### src/rtl/uart_word_loader.sv
// uart_word_loader: parses a little-endian UART load image (addr, count, data) and writes
// the assembled 32-bit words to memory over a req/gnt port with one word of buffering.
module uart_word_loader #(
  parameter logic [31:0] MAX_WORDS      = 32'h0000_4000,
  parameter bit          ADDR_ALIGN_CHK = 1'b1
) (
  input  logic        clk,
  input  logic        rst_n,
  input  logic [7:0]  uart_char,
  input  logic        uart_w_valid,
  input  logic        uart_done,
  output logic        mem_req,
  output logic [31:0] mem_addr,
  output logic [31:0] mem_wdata,
  output logic [3:0]  mem_be,
  input  logic        mem_gnt,
  output logic [31:0] words_written,
  output logic        load_done,
  output logic        load_err,
  output logic [1:0]  err_code
);
  typedef enum logic [2:0] {HDR_ADDR, HDR_CNT, DATA, DONE, ERROR} state_t;

  state_t      state, state_d;
  logic [1:0]  idx, code_d;
  logic [31:0] asm_q, start_addr, remaining, rx_left, word;
  logic        asm_full, done_q;
  logic        take, ovf, accept, last, grant, done_rise, fin, misalign, bad_cnt;

  assign take      = uart_w_valid && !uart_done &&
                     (state == HDR_ADDR || state == HDR_CNT || (state == DATA && rx_left != 32'd0));
  assign ovf       = take && state == DATA && asm_full;
  assign accept    = take && !ovf;
  assign last      = accept && idx == 2'd3;
  assign word      = {uart_char, asm_q[31:8]};
  assign grant     = mem_req && mem_gnt;
  assign done_rise = uart_done && !done_q;
  assign fin       = state == DATA && grant && remaining == 32'd1;
  assign misalign  = ADDR_ALIGN_CHK && word[1:0] != 2'd0;
  assign bad_cnt   = word > MAX_WORDS;
  assign mem_be    = {4{mem_req}};
  assign load_done = state == DONE;
  assign load_err  = state == ERROR;

  always_ff @(posedge clk or negedge rst_n)
    if (!rst_n) state <= HDR_ADDR;
    else state <= state_d;

  always_comb begin
    state_d = state;
    code_d  = err_code;
    case (state)
      HDR_ADDR: begin
        if (done_rise) begin
          state_d = ERROR;
          code_d  = 2'd3;
        end else if (last) begin
          state_d = misalign ? ERROR : HDR_CNT;
          code_d  = misalign ? 2'd2 : err_code;
        end
      end
      HDR_CNT: begin
        if (done_rise) begin
          state_d = ERROR;
          code_d  = 2'd3;
        end else if (last) begin
          state_d = bad_cnt ? ERROR : (word == 32'd0) ? DONE : DATA;
          code_d  = bad_cnt ? 2'd2 : err_code;
        end
      end
      DATA: begin
        if (fin) begin
          state_d = DONE;
        end else if (done_rise) begin
          state_d = ERROR;
          code_d  = 2'd3;
        end else if (ovf) begin
          state_d = ERROR;
          code_d  = 2'd1;
        end
      end
      default: ;
    endcase
  end

  always_ff @(posedge clk or negedge rst_n) begin
    if (!rst_n) begin
      idx           <= 2'd0;
      asm_q         <= 32'd0;
      asm_full      <= 1'b0;
      done_q        <= 1'b0;
      start_addr    <= 32'd0;
      remaining     <= 32'd0;
      rx_left       <= 32'd0;
      mem_req       <= 1'b0;
      mem_addr      <= 32'd0;
      mem_wdata     <= 32'd0;
      words_written <= 32'd0;
      err_code      <= 2'd0;
    end else begin
      done_q   <= uart_done;
      err_code <= code_d;
      if (accept) begin
        asm_q <= word;
        idx   <= idx + 2'd1;
      end
      if (last && state == HDR_ADDR) start_addr <= word;
      if (last && state == HDR_CNT) begin
        mem_addr  <= start_addr;
        remaining <= word;
        rx_left   <= word;
      end
      if (state == DATA) begin
        // a completed word goes straight to the write buffer when it is free or being granted now
        if (last) begin
          rx_left <= rx_left - 32'd1;
          if (!mem_req || grant) begin
            mem_wdata <= word;
            mem_req   <= 1'b1;
          end else begin
            asm_full <= 1'b1;
          end
        end else if (grant) begin
          mem_req  <= asm_full;
          if (asm_full) mem_wdata <= asm_q;
          asm_full <= 1'b0;
        end
        if (grant) begin
          mem_addr      <= mem_addr + 32'd4;
          words_written <= words_written + 32'd1;
          remaining     <= remaining - 32'd1;
        end
      end
      if (state_d == ERROR || state_d == DONE) mem_req <= 1'b0;
    end
  end
endmodule

### config.mk
export PLATFORM = sky130hd
export DESIGN_NAME = uart_word_loader
export DESIGN_NICKNAME = d
export VERILOG_FILES = /design/src/rtl/uart_word_loader.sv
export SDC_FILE = /design/constraint.sdc
export NUM_CORES = 1
export LEC_CHECK = 0
export BUFFER_PORTS_ARGS = -buffer_cell sky130_fd_sc_hd__buf_2
export CAP_MARGIN = 10
export CORE_ASPECT_RATIO = 1.2
export CORE_UTILIZATION = 60
export CTS_CLUSTER_DIAMETER = 150
export DETAILED_ROUTE_END_ITERATION = 8
export PLACE_DENSITY_LB_ADDON = 0.15
export SLEW_MARGIN = 10
export SYNTH_ARGS = -nofsm -noshare
export SYNTH_HDL_FRONTEND = slang
export SYNTH_SLANG_ARGS = --single-unit
### constraint.sdc
create_clock -name clk -period 4.55 [get_ports clk]
set_input_delay 0.91 -clock clk [delete_from_list [all_inputs] [get_ports clk]]
set_output_delay 0.91 -clock clk [all_outputs]
set_load 0.01 [all_outputs]
==> results by group, run 1 <==
Power and ir drop
  – Pwr Total: about 4.5 mW
  – Part of the power in the clock network: between 40% and 50%
  – IR drop worst, VDD: around 0.00032 V
  – Comb pwr share: under 10%
  – Pint: 3.54 mW
  – Pwr dens: about 340 nW/um^2
  – Lkg Pwr: 6.34 nW
  – Share of power burned in registers: a little under half
  – Sw frac: between 20 and 25%
  – Sw Pwr: ~1000 uW

Floorplan
  – Die H: approximately 160 um
  – Core ar.: 19100 um^2
  – Row cnt: 55
  – Die width: between 100 and 150 um
  – Die area: 20300 um^2
  – IO Pins: between 100 and 150
  – Initial core utilization: 62.0%

Synth
  – YS warnings: 0
  – Register area share after synthesis: 49.6%
  – Synth Instances: roughly 1.2k
  – Syn Area/Cell: between 9 and 10 um^2
  – Synth Cell Area: roughly 12000 um^2
  – Post-synth ARST share: between 90% and 100%
  – Post-synth EDFFs: 0
  – Synth cell types: 77
  – Syn_nets: about 1.2k
  – Post-synth top flop: dfrtp_1
  – Flops & latches, synth: between 200 and 250

Placed design
  – Post-Place Cells: 1529
  – Final HPWL DP: about 21 mm
  – RePlAce Congestion: approximately 0.93
  – DP Worst Slack: between 1 and 1.5 ns
  – Input/output buffers: between 100 and 150

Finish
  – Ant diodes: 0
  – Layout cells sized above 1: a little over a fifth
  – Final std cells w/o fill: 1573
  – Nets: ~1.3k
  – Area growth, synth to finish: 14.6%

Global routing
  – Grt total ovfl: 0
  – Global-route wire length before repair: roughly 52 mm
  – Initial antenna violation count: 0
  – Largest net degree at the start of global routing: about 120
  – Vias in the first global route: 9844
  – GR Util All Layers: around a third

Critical path
  – Setup crit end kind: register
  – Crit Path Max Fanout: 18
  – Worst reg2reg setup slack: ~1.4 ns
  – Worst setup SP type: register
  – CP required: 4.95 ns
  – Critical Path AT: ~3.6 ns
  – Crit Path Category: reg -> reg

Drt
  – Drt first pass iters: 6
  – Final WL: 32.4 mm
  – DRT antenna net count: 0
  – Avg WL per Cell: between 20 and 25 um
  – 1st-iter DRT viols: approximately 1.0k
  – Vias: a little over 10k
  – Vias per inst: ~6.5
  – Remaining DRCs: 0

Clock network
  – Root buffer cell: clkbuf_16
  – Clk sinks: about 230
  – Resize count post-CTS: 0
  – Post-cts hold buffer count: 0
  – CTS Buffer Depth: 3
  – H-tree levels: 1
  – Clk slew on worst S/H paths: about 0.06 ns
  – CTS tree: done
  – Post-CTS setup buffer count: 0
  – Clk Latency, worst-skew pair: 0.52 ns
  – TritonCTS Buffers: 24

Timing
  – Final WS setup: between 1 and 1.5 ns
  – Final setup fails: 0
  – Final min period: approximately 3.2 ns
  – Clock skew: between 0.008 and 0.009 ns
  – Slew Limit Headroom: between 10% and 20%
  – Final TNS setup: 0 ns
  – Fin. Hold Viols: 0
  – Hold_ws: 0.422 ns
  – Slew @ Worst Pin: around 1.2 ns
  – Slew Viols, Final: 0
  – RSZ-0062 raised after global routing: no
  – Fin crit share: roughly 70%
  – Achievable Freq: approximately 310 MHz

Run
  – Max Cap Violations: 0

Hold path
  – Worst min path class: in -> async

Outcome
  – Status: complete, no violations
## sequential cells by signal (all words and copies together) (netlist names), 2 cells and up
register       cells
asm_q             32
mem_addr          32
mem_wdata         32
remaining         32
rx_left           32
start_addr        32
words_written     32
state              3
err_code           2
idx                2
## layout by cell type, fill, tap and decap left out, types with 30 or more instances in the layout
| cell | n |
|---|---|
| nand2_1 | 124 |
| a311oi_1 | 30 |
| dfrtp_1 | 234 |
| nor2_1 | 156 |
| a31oi_1 | 40 |
| mux2_2 | 68 |
| nor3_1 | 46 |
| a21oi_1 | 55 |
| buf_2 | 116 |
| a211oi_1 | 42 |
| nand3_1 | 37 |
## worst max-delay path, cell delays in order, from the launching register on
cell and delay, ns:
dfrtp_1 0.57, or3b_1 0.61, buf_4 0.29, or4b_1 0.58, nor3_2 0.35, nand4_1 0.30
nand2b_1 0.25, xnor2_1 0.13
## layer usage
metal	share of wire, %	vias up	GRT usage [%]
li1	-	4668	-
met1	41	5023	43.9
met2	47	447	53.0
met3	7.0	100	5.28
met4	4.3	0	15.3
met5	0	-	0
## stage by stage
stage          utilization (%)  cell area, um^2
6_report                  71.1            13500
5_1_grt                   71.1            13500
4_1_cts                   71.0            13500
3_5_place_dp              66.2            12600
3_3_place_gp              66.2            12600
2_1_floorplan                -            11800
## Yosys cell counts, types with 3 or more instances
cell | instances | share of area, %
dfrtp_1 | 234 | 50
nor2_1 | 158 | 5.0
nand2_1 | 124 | 3.9
mux2_2 | 68 | 6.5
a21oi_1 | 56 | 2.4
clkbuf_1 | 54 | 1.7
nor3_1 | 48 | 2.0
a211oi_1 | 42 | 2.7
a31oi_1 | 40 | 2.1
nand3_1 | 38 | 1.6
a311oi_1 | 30 | 2.2
o21ai_0 | 25 | 1.1
xnor2_1 | 25 | 1.9
inv_1 | 24 | 0.76
nand4_1 | 22 | 1.2
nor4_1 | 22 | 1.2
and3_1 | 16 | 0.85
and4_1 | 10 | 0.74
buf_2 | 9 | 0.38
o22ai_1 | 9 | 0.48
and2_1 | 8 | 0.42
o31ai_1 | 8 | 0.51
xor2_1 | 8 | 0.59
or4_1 | 7 | 0.44
a211o_1 | 6 | 0.44
buf_4 | 6 | 0.38
ha_1 | 6 | 0.64
nor3b_1 | 6 | 0.38
or3_1 | 6 | 0.32
nand3b_1 | 5 | 0.32
o32ai_1 | 5 | 0.37
a2111oi_0 | 4 | 0.30
a21o_1 | 4 | 0.25
a31o_2 | 4 | 0.30
a41oi_1 | 4 | 0.30
buf_1 | 4 | 0.13
o21a_1 | 4 | 0.25
a221oi_1 | 3 | 0.22
a41o_1 | 3 | 0.25
o221a_2 | 3 | 0.29
or2_2 | 3 | 0.16
## layout make-up
type                            instances  area [um^2]
Clock inverter                         11          189
Timing Repair Buffer                  136          751
Clock buffer                           33          726
Sequential cell                       234         5860
Fill cell                            1441         5520
Tap cell                              256          320
Multi-Input combinational cell        879         5610
Inverter                               24         90.1
## kinds of logic after synthesis
family,count (synthesis),synth area share (%)
fa+ha+maj,6,0.635
flops,234,49.6
mux,70,6.65
compound gates,272,16.4
xor+xnor,33,2.45
buf+inv,99,3.45
simple gates,498,20.9
## power by group through the flow
stage          clock network, mW  logic [mW]  registers [mW]
2_1_floorplan                  0      0.0490            2.17
3_3_place_gp                   0       0.118            2.21
3_5_place_dp                   0       0.123            2.21
4_1_cts                     2.26       0.123            2.18
5_1_grt                     2.35       0.138            2.18
6_report                    2.24       0.122            2.18
## final timing paths
check	cells past startpoint	to	startpoint
setup reg to reg	7	words_written[30]	state[0]
min in group clk	2	mem_addr[1]	start_addr[1]
max in group asynchronous	2	words_written[17]	rst_n
hold reg to reg	2	mem_addr[1]	start_addr[1]
hold / removal	1	words_written[7]	rst_n
setup / recovery	7	words_written[30]	state[0]
Note: power is estimated with default switching activity, not from simulation.
==> run 2, diff against run 1 <==
ABC_AREA = 1   (was unset)
clock period = 3 ns   (was 4.55 ns; I/O delays follow)
==> run 2 against run 1 <==
- critical path depth rose by 8
- non-clock buffer count rose by 5
- critical path type unchanged
- cell count rose by 31%
- setup slack got worse by 1.1 ns
- global-route usage fell by 0.24 points
- fmax rose by 15%
- cell area rose by 7.0%
- first-iteration DRC count fell by 5.7%
- clock power rose by 40%
- critical endpoint is now rx_left[18]
==> results by group, run 2 <==
Outcome
  – Status: complete, no violations

Synth
  – Synth Instances: 1680 (+39%)
  – YS warnings: 0 (unchanged)
  – Commonest cells in the netlist: nand2_1 (429), dfrtp_1 (234), inv_1 (195), nor2_1 (191), o21ai_0 (156)
  – Most frequent cell after synthesis: nand2_1
  – Flops & latches, synth: 234 (unchanged)
  – Register area share after synthesis: 45.7% (-3.9 points)
  – Post-synth ARST share: 100% (unchanged)
  – Yosys top cell area share: 45.7% (-3.9 points)
  – Synth cell types: 50 (-35%)
  – Area leader, netlist: dfrtp_1
  – Largest cells by area after synthesis: dfrtp_1 (46%), nand2_1 (13%), o21ai_0 (6.1%)
  – Post-synth top flop: dfrtp_1
  – Post-synth EDFFs: 0 (unchanged)
  – Syn Area/Cell: 7.63 um^2 (-22%)
  – Synth Cell Area: 12800 um^2 (+8.5%)
  – Syn_nets: 1699 (+38%)

Timing
  – Fin. Hold Viols: 0 (unchanged)
  – Final TNS setup: 0 ns (unchanged)
  – Final min period: 2.78 ns (-0.417 ns)
  – Fin crit share: 92.7% (+22 points)
  – RSZ-0062 raised after global routing: yes
  – Slew Limit Headroom: 42.6% (+23 points)
  – Final WS setup: 0.219 ns (-1.13 ns)
  – Slew @ Worst Pin: 0.860 ns (-0.342 ns)
  – Achievable Freq: 360 MHz (+15%)
  – Slew Viols, Final: 0 (unchanged)
  – Final setup fails: 0 (unchanged)
  – Clock skew: 0.0111 ns (+0.00292 ns)
  – Hold_ws: 0.00178 ns (-0.420 ns)

Floorplan
  – Row cnt: 58 (+5.5%)
  – Die H: 162 um (+4.1%)
  – Core ar.: 21000 um^2 (+10%)
  – IO Pins: 118 (unchanged)
  – Initial core utilization: 61.1% (-0.86 points)
  – Die width: 135 um (+4.1%)
  – Die area: 22000 um^2 (+8.4%)

Global routing
  – GR Util All Layers: 32.8% (-0.24 points)
  – Initial antenna violation count: 0 (unchanged)
  – Vias in the first global route: 11.0k (+12%)
  – Largest net degree at the start of global routing: 77 (-33%)
  – Global-route wire length before repair: 56.9 mm (+8.7%)
  – Grt total ovfl: 0 (unchanged)

Placed design
  – DP Worst Slack: 0.0610 ns (-1.15 ns)
  – Final HPWL DP: 24.8 mm (+18%)
  – RePlAce Congestion: 0.928 (-0.39%)
  – Post-Place Cells: 2018 (+32%)
  – Input/output buffers: 117 (unchanged)

Clock network
  – Clk Latency, worst-skew pair: 0.54 ns (+0.02 ns)
  – TritonCTS Buffers: 25 (+4.2%)
  – CTS tree: done
  – Root buffer cell: clkbuf_16
  – H-tree levels: 1 (unchanged)
  – Clk sinks: 234 (unchanged)
  – CTS Buffer Depth: 3 (unchanged)
  – Post-cts hold buffer count: 0 (unchanged)
  – Clk slew on worst S/H paths: 0.06 ns (about the same)

Drt
  – Final WL: 35.5 mm (+9.8%)
  – Top Layer Used: met4
  – Met1 WL: 15.7 mm (+18%)
  – Drt first pass iters: 6 (unchanged)
  – Vias: 11.8k (+15%)
  – Met3 WL: 2.19 mm (-2.6%)
  – Remaining DRCs: 0 (unchanged)
  – Wire length on met2: 16.7 mm (+8.6%)
  – Avg WL per Cell: 17.2 um (-16%)
  – DRT antenna net count: 0 (unchanged)
  – Vias per inst: 5.70 (-12%)
  – 1st-iter DRT viols: 966 (-5.7%)

Critical path
  – Crit Path Category: reg -> reg
  – CP required: 3.45 ns (-1.50 ns)
  – Worst reg2reg setup slack: 0.22 ns (-1.13 ns)
  – Setup crit end kind: register
  – Setup crit end: rx_left[18]
  – Crit Path Max Fanout: 35 (+17)
  – R2r startpoint: rx_left[0]
  – FF-to-FF End: rx_left[18]
  – Worst setup SP type: register
  – Worst-case reg-to-reg path depth: 15 (+8)
  – Crit path from: rx_left[0]
  – Critical Path AT: 3.23 ns (-0.37 ns)

Power and ir drop
  – Pwr Total: 6.39 mW (+41%)
  – Pwr dens: 440 nW/um^2 (+31%)
  – Lkg Pwr: 7.25 nW (+14%)
  – IR drop worst, VDD: 0.000434 V (+35%)

Finish
  – Nets: 1795 (+36%)
  – Most frequent cells in the layout: nand2_1 (428), dfrtp_1 (234), inv_1 (194), nor2_1 (190), o21ai_0 (156)
  – Final std cells w/o fill: 2062 (+31%)
  – Layout cells sized above 1: 12.2% (-9.2 points)
  – Area growth, synth to finish: 13.1%
  – Filler Cells Inserted: 1810 (+26%)
  – Ant diodes: 0 (unchanged)
  – Commonest non-fill, non-tap cell in the layout: nand2_1

Run
  – Max Cap Violations: 0 (unchanged)

Hold path
  – Worst min path class: in -> async
-- run 2: cell count changes after synthesis, moves of 11 or more --
cell	previous run	this run
inv_1	24	195
and3_1	16	0
nor4_1	22	4
a211oi_1	42	3
nor2_1	158	191
xor2_1	8	60
buf_2	9	23
a311oi_1	30	0
nand2_1	124	429
o22ai_1	9	28
nor3_1	48	37
clkbuf_1	54	28
o21ai_0	25	156
mux2_2	68	0
-- run 2: layout make-up --
class	count	area, um^2	share of cell area (%)
clock buffer	39	728	5.02
clock inverter	4	85.1	0.587
sequential	234	5860	40.4
tap	270	338	2.33
inverter	199	749	5.17
timing repair buffer	141	863	5.95
multi-input combinational	1175	5880	40.5
-- run 2: timing repair --
item / CTS / global route
setup endpoints to repair: 0 / 83
gates resized for setup: 0 / 8
buffers inserted: 0 / 0
-- run 2: where the power goes --
group	switching (mW)	internal [mW]
clock network	1.29	1.84
logic	0.0801	0.0151
registers	0.000147	3.16
-- run 2: how the worst min path moves through the flow --
stage / start / end / slack (ns) / depth (start not counted)
4_1_cts: rst_n / mem_addr[12] / 0.02 / 1
3_3_place_gp: words_written[31] / words_written[31] / 0.45 / 1
3_5_place_dp: asm_q[6] / asm_q[6] / 0.47 / 2
6_report: rst_n / mem_addr[12] / 0.002 / 1
5_1_grt: rst_n / mem_addr[12] / 0.03 / 1
2_1_floorplan: rst_n / asm_full / 0.30 / 0
-- run 2: critical path, stage by stage (launching register included) --
cell      delay [ns]
dfrtp_1         0.36
inv_1           0.09
ha_1            0.25
nand2_1         0.16
nor2_1          0.09
nand2_1         0.08
o21ai_2         0.08
nand2_1         0.12
nand4_4         0.12
buf_4           0.21
nor2_4          0.28
buf_12          0.26
nand2_1         0.18
o21ai_0         0.16
a21boi_0        0.11
o21ai_0         0.15
-- run 2: kinds of logic after synthesis --
logic type,count (synthesis),synth area share (%)
AND/OR/NAND/NOR,770,25.4
AO/OA/AOI/OAI,312,13.6
buffers and inverters,271,8.69
flip-flops,234,45.7
XOR/XNOR,80,5.46
multiplexers,7,0.547
adder cells (fa/ha/maj),6,0.586
-- run 2: metrics by stage --
step / util (%) / cell area [um^2]
6_report: 69.1 / 14500
3_5_place_dp: 65.0 / 13600
4_1_cts: 68.9 / 14500
2_1_floorplan: - / 12800
3_3_place_gp: 65.0 / 13600
5_1_grt: 69.1 / 14500
-- run 2: routing by layer --
layer | up-vias | GRT usage [%]
met5 | - | 0
met4 | 0 | 9.81
met3 | 71 | 4.03
met2 | 419 | 53.3
met1 | 5647 | 45.9
li1 | 5618 | -
==> run 3, diff against run 2 <==
CELL_PAD_IN_SITES_DETAIL_PLACEMENT = 1   (was unset)
CELL_PAD_IN_SITES_GLOBAL_PLACEMENT = 1   (was unset)
CORE_UTILIZATION = 44   (was 60)
==> run 3 against run 2 <==
- clock power is 3% higher
- register-to-register slack better by 0.06 ns
- cell area is 1.8% higher
- worst hold slack better by 0.032 ns
- critical path depth is 1 lower
- sequential power hardly changed
- clock-buffer cell count is 1 higher
- fmax is 2.3% higher
- non-clock buffer count is 4 higher
- setup slack better by 0.063 ns
- the flow now finishes with violations (design-rule violations)
- sequential share of layout area is 0.71 points lower
- power is 1.7% higher
==> results by group, run 3 (synthesized netlist as in run 2, its figures left out) <==
Power and ir drop
  – IR drop worst, VDD: 0.000384 V (-12%)
  – Pwr Total: 6.49 mW (+1.7%)
  – Lkg Pwr: 7.32 nW (+0.96%)
  – Pwr dens: 440 nW/um^2 (-0.12%)

Clock network
  – Clk sinks: 234 (unchanged)
  – H-tree levels: 1 (unchanged)
  – Clk Latency, worst-skew pair: 0.55 ns (about the same)
  – CTS tree: done
  – Root buffer cell: clkbuf_16
  – Clk slew on worst S/H paths: 0.06 ns (about the same)
  – TritonCTS Buffers: 27 (+8.0%)
  – CTS Buffer Depth: 3 (unchanged)

Floorplan
  – Die width: 158 um (+17%)
  – Row cnt: 68 (+17%)
  – Die H: 189 um (+17%)
  – Core ar.: 28700 um^2 (+37%)
  – Die area: 29800 um^2 (+36%)
  – IO Pins: 118 (unchanged)
  – Initial core utilization: 44.7% (-16 points)

Drt
  – 1st-iter DRT viols: 811 (-16%)
  – DRT antenna net count: 0 (unchanged)
  – Vias: 11.9k (+1.4%)
  – Drt first pass iters: 7 (+1)
  – Final WL: 42.1 mm (+19%)
  – Remaining DRCs: 1 (+1)
  – Avg WL per Cell: 19.3 um (+12%)
  – Vias per inst: 5.45 (-4.4%)

Outcome
  – Status: finished with violations
  – Failing checks: design-rule violations

Critical path
  – Worst setup SP type: register
  – CP required: 3.41 ns (-0.04 ns)
  – CP cell instances: inv_1, ha_1, nand2_2, nor2_1, nand2_1, o21ai_2, nand2_1, nand4_4, nor2_4, clkbuf_16, buf_4, a21oi_1, o21ai_0, o21ai_0
  – Crit Path Max Fanout: 45 (+29%)
  – Crit-path slowest cell: dfrtp_1
  – Critical Path AT: 3.13 ns (-0.10 ns)
  – Crit Path Category: reg -> reg
  – Crit path max-delay family: simple AND/OR/NAND/NOR gates
  – Setup crit end kind: register
  – Crit path buf inv count: 3 (unchanged)
  – CP peak stage delay: 0.38 ns (+0.02 ns)

Finish
  – Most frequent cells in the layout: nand2_1 (428), dfrtp_1 (234), inv_1 (194), nor2_1 (190), o21ai_0 (156)
  – Filler Cells Inserted: 3594 (+99%)
  – Area of the multi-input gates: 5880 um^2 (unchanged)
  – Register area: 5860 um^2 (unchanged)
  – Nets: 1801 (+0.33%)
  – Commonest non-fill, non-tap cell in the layout: nand2_1
  – Final instance area: 14800 um^2 (+1.8%)
  – Layout cells sized above 1: 12.8% (+0.54 points)
  – Area growth, synth to finish: 15.1%
  – Ant diodes: 0 (unchanged)

Timing
  – Final min period: 2.72 ns (-0.0635 ns)
  – Fin. Hold Viols: 0 (unchanged)
  – Hold_ws: 0.0334 ns (+0.0317 ns)
  – Slew @ Worst Pin: 0.938 ns (+0.0777 ns)
  – Slew Viols, Final: 0 (unchanged)
  – Fin crit share: 90.6% (-2.1 points)
  – Final setup fails: 0 (unchanged)
  – Final TNS setup: 0 ns (unchanged)
  – Achievable Freq: 368 MHz (+2.3%)
  – Slew Limit Headroom: 37.4% (-5.2 points)
  – Clock skew: 0.0148 ns (+0.00373 ns)
  – RSZ-0062 raised after global routing: no

Global routing
  – Largest net degree at the start of global routing: 91 (+18%)
  – Grt total ovfl: 0 (unchanged)
  – Global-route wire length before repair: 67.6 mm (+19%)
  – Vias in the first global route: 12.3k (+12%)
  – GR Util All Layers: 28.9% (-3.9 points)
  – Initial antenna violation count: 0 (unchanged)

Placed design
  – Post-place instance area: 13800 um^2 (+1.4%)
  – RePlAce Congestion: 0.920 (-0.95%)
  – Input/output buffers: 117 (unchanged)
  – Final HPWL DP: 29.6 mm (+19%)

Run
  – Max Cap Violations: 0 (unchanged)

Hold path
  – Worst min path class: in -> async
[run 3: cell types whose count changed in the layout (fill, tap and decap cells not counted), sizes merged]
cell and change:
clkinv +6, buf +3, bufinv -1, clkbuf +2
[run 3: worst register-to-register path, stage by stage (launching register included)]
cell and delay [ns]:
dfrtp_1 0.38, inv_1 0.10, ha_1 0.26, nand2_2 0.13, nor2_1 0.07, nand2_1 0.08
o21ai_2 0.09, nand2_1 0.12, nand4_4 0.20, nor2_4 0.24, clkbuf_16 0.28, buf_4 0.28
a21oi_1 0.10, o21ai_0 0.12, o21ai_0 0.12
[run 3: path summary, 6_finish.rpt]
check | startpoint | to | slack, ns | cells past startpoint
setup / recovery | rx_left[0] | mem_addr[5] | 0.28 | 14
hold / removal | rst_n | mem_addr[13] | 0.03 | 1
setup reg to reg | rx_left[0] | mem_addr[5] | 0.28 | 14
hold reg to reg | words_written[31] | words_written[31] | 0.47 | 1
max in group asynchronous | rst_n | words_written[8] | 2.13 | 2
min in group clk | uart_done | done_q | 0.19 | 1
[run 3: metrics by stage]
step / setup WS [ns] / utilization (%) / std cells
3_3_place_gp: 0.274 / 48.3 / 2135
5_1_grt: 0.0296 / 51.5 / 2187
4_1_cts: 0.0947 / 51.2 / 2184
2_1_floorplan: 0.829 / - / 1680
6_report: 0.282 / 51.5 / 2187
3_5_place_dp: 0.130 / 48.3 / 2135
[run 3: report_power, final]
group          total (mW)  switching, mW  internal, mW
combinational       0.106         0.0882        0.0178
clock                3.23           1.36          1.86
sequential           3.16       0.000156          3.16
total                6.49           1.45          5.04
[run 3: cell type report]
cell class                      count  share of cell area, %
Tap cell                          385                   3.26
Timing Repair Buffer              145                   6.37
Sequential cell                   234                   39.7
Inverter                          199                   5.10
Clock buffer                       40                   5.25
Multi-Input combinational cell   1175                   39.8
Clock inverter                      9                  0.500
[run 3: repair_timing]
action	in CTS	in global routing
buffers inserted	0	1
hold buffers	0	0
resized for setup	0	9
setup endpoints to repair	0	20
[run 3: per-layer routing]
metal | part of all wire, % | vias to the layer above | GRT usage (%)
li1 | - | 5624 | -
met1 | 44 | 5952 | 38.3
met2 | 48 | 279 | 48.6
met3 | 4.4 | 64 | 3.78
met4 | 3.1 | 0 | 9.45
met5 | 0 | - | 0
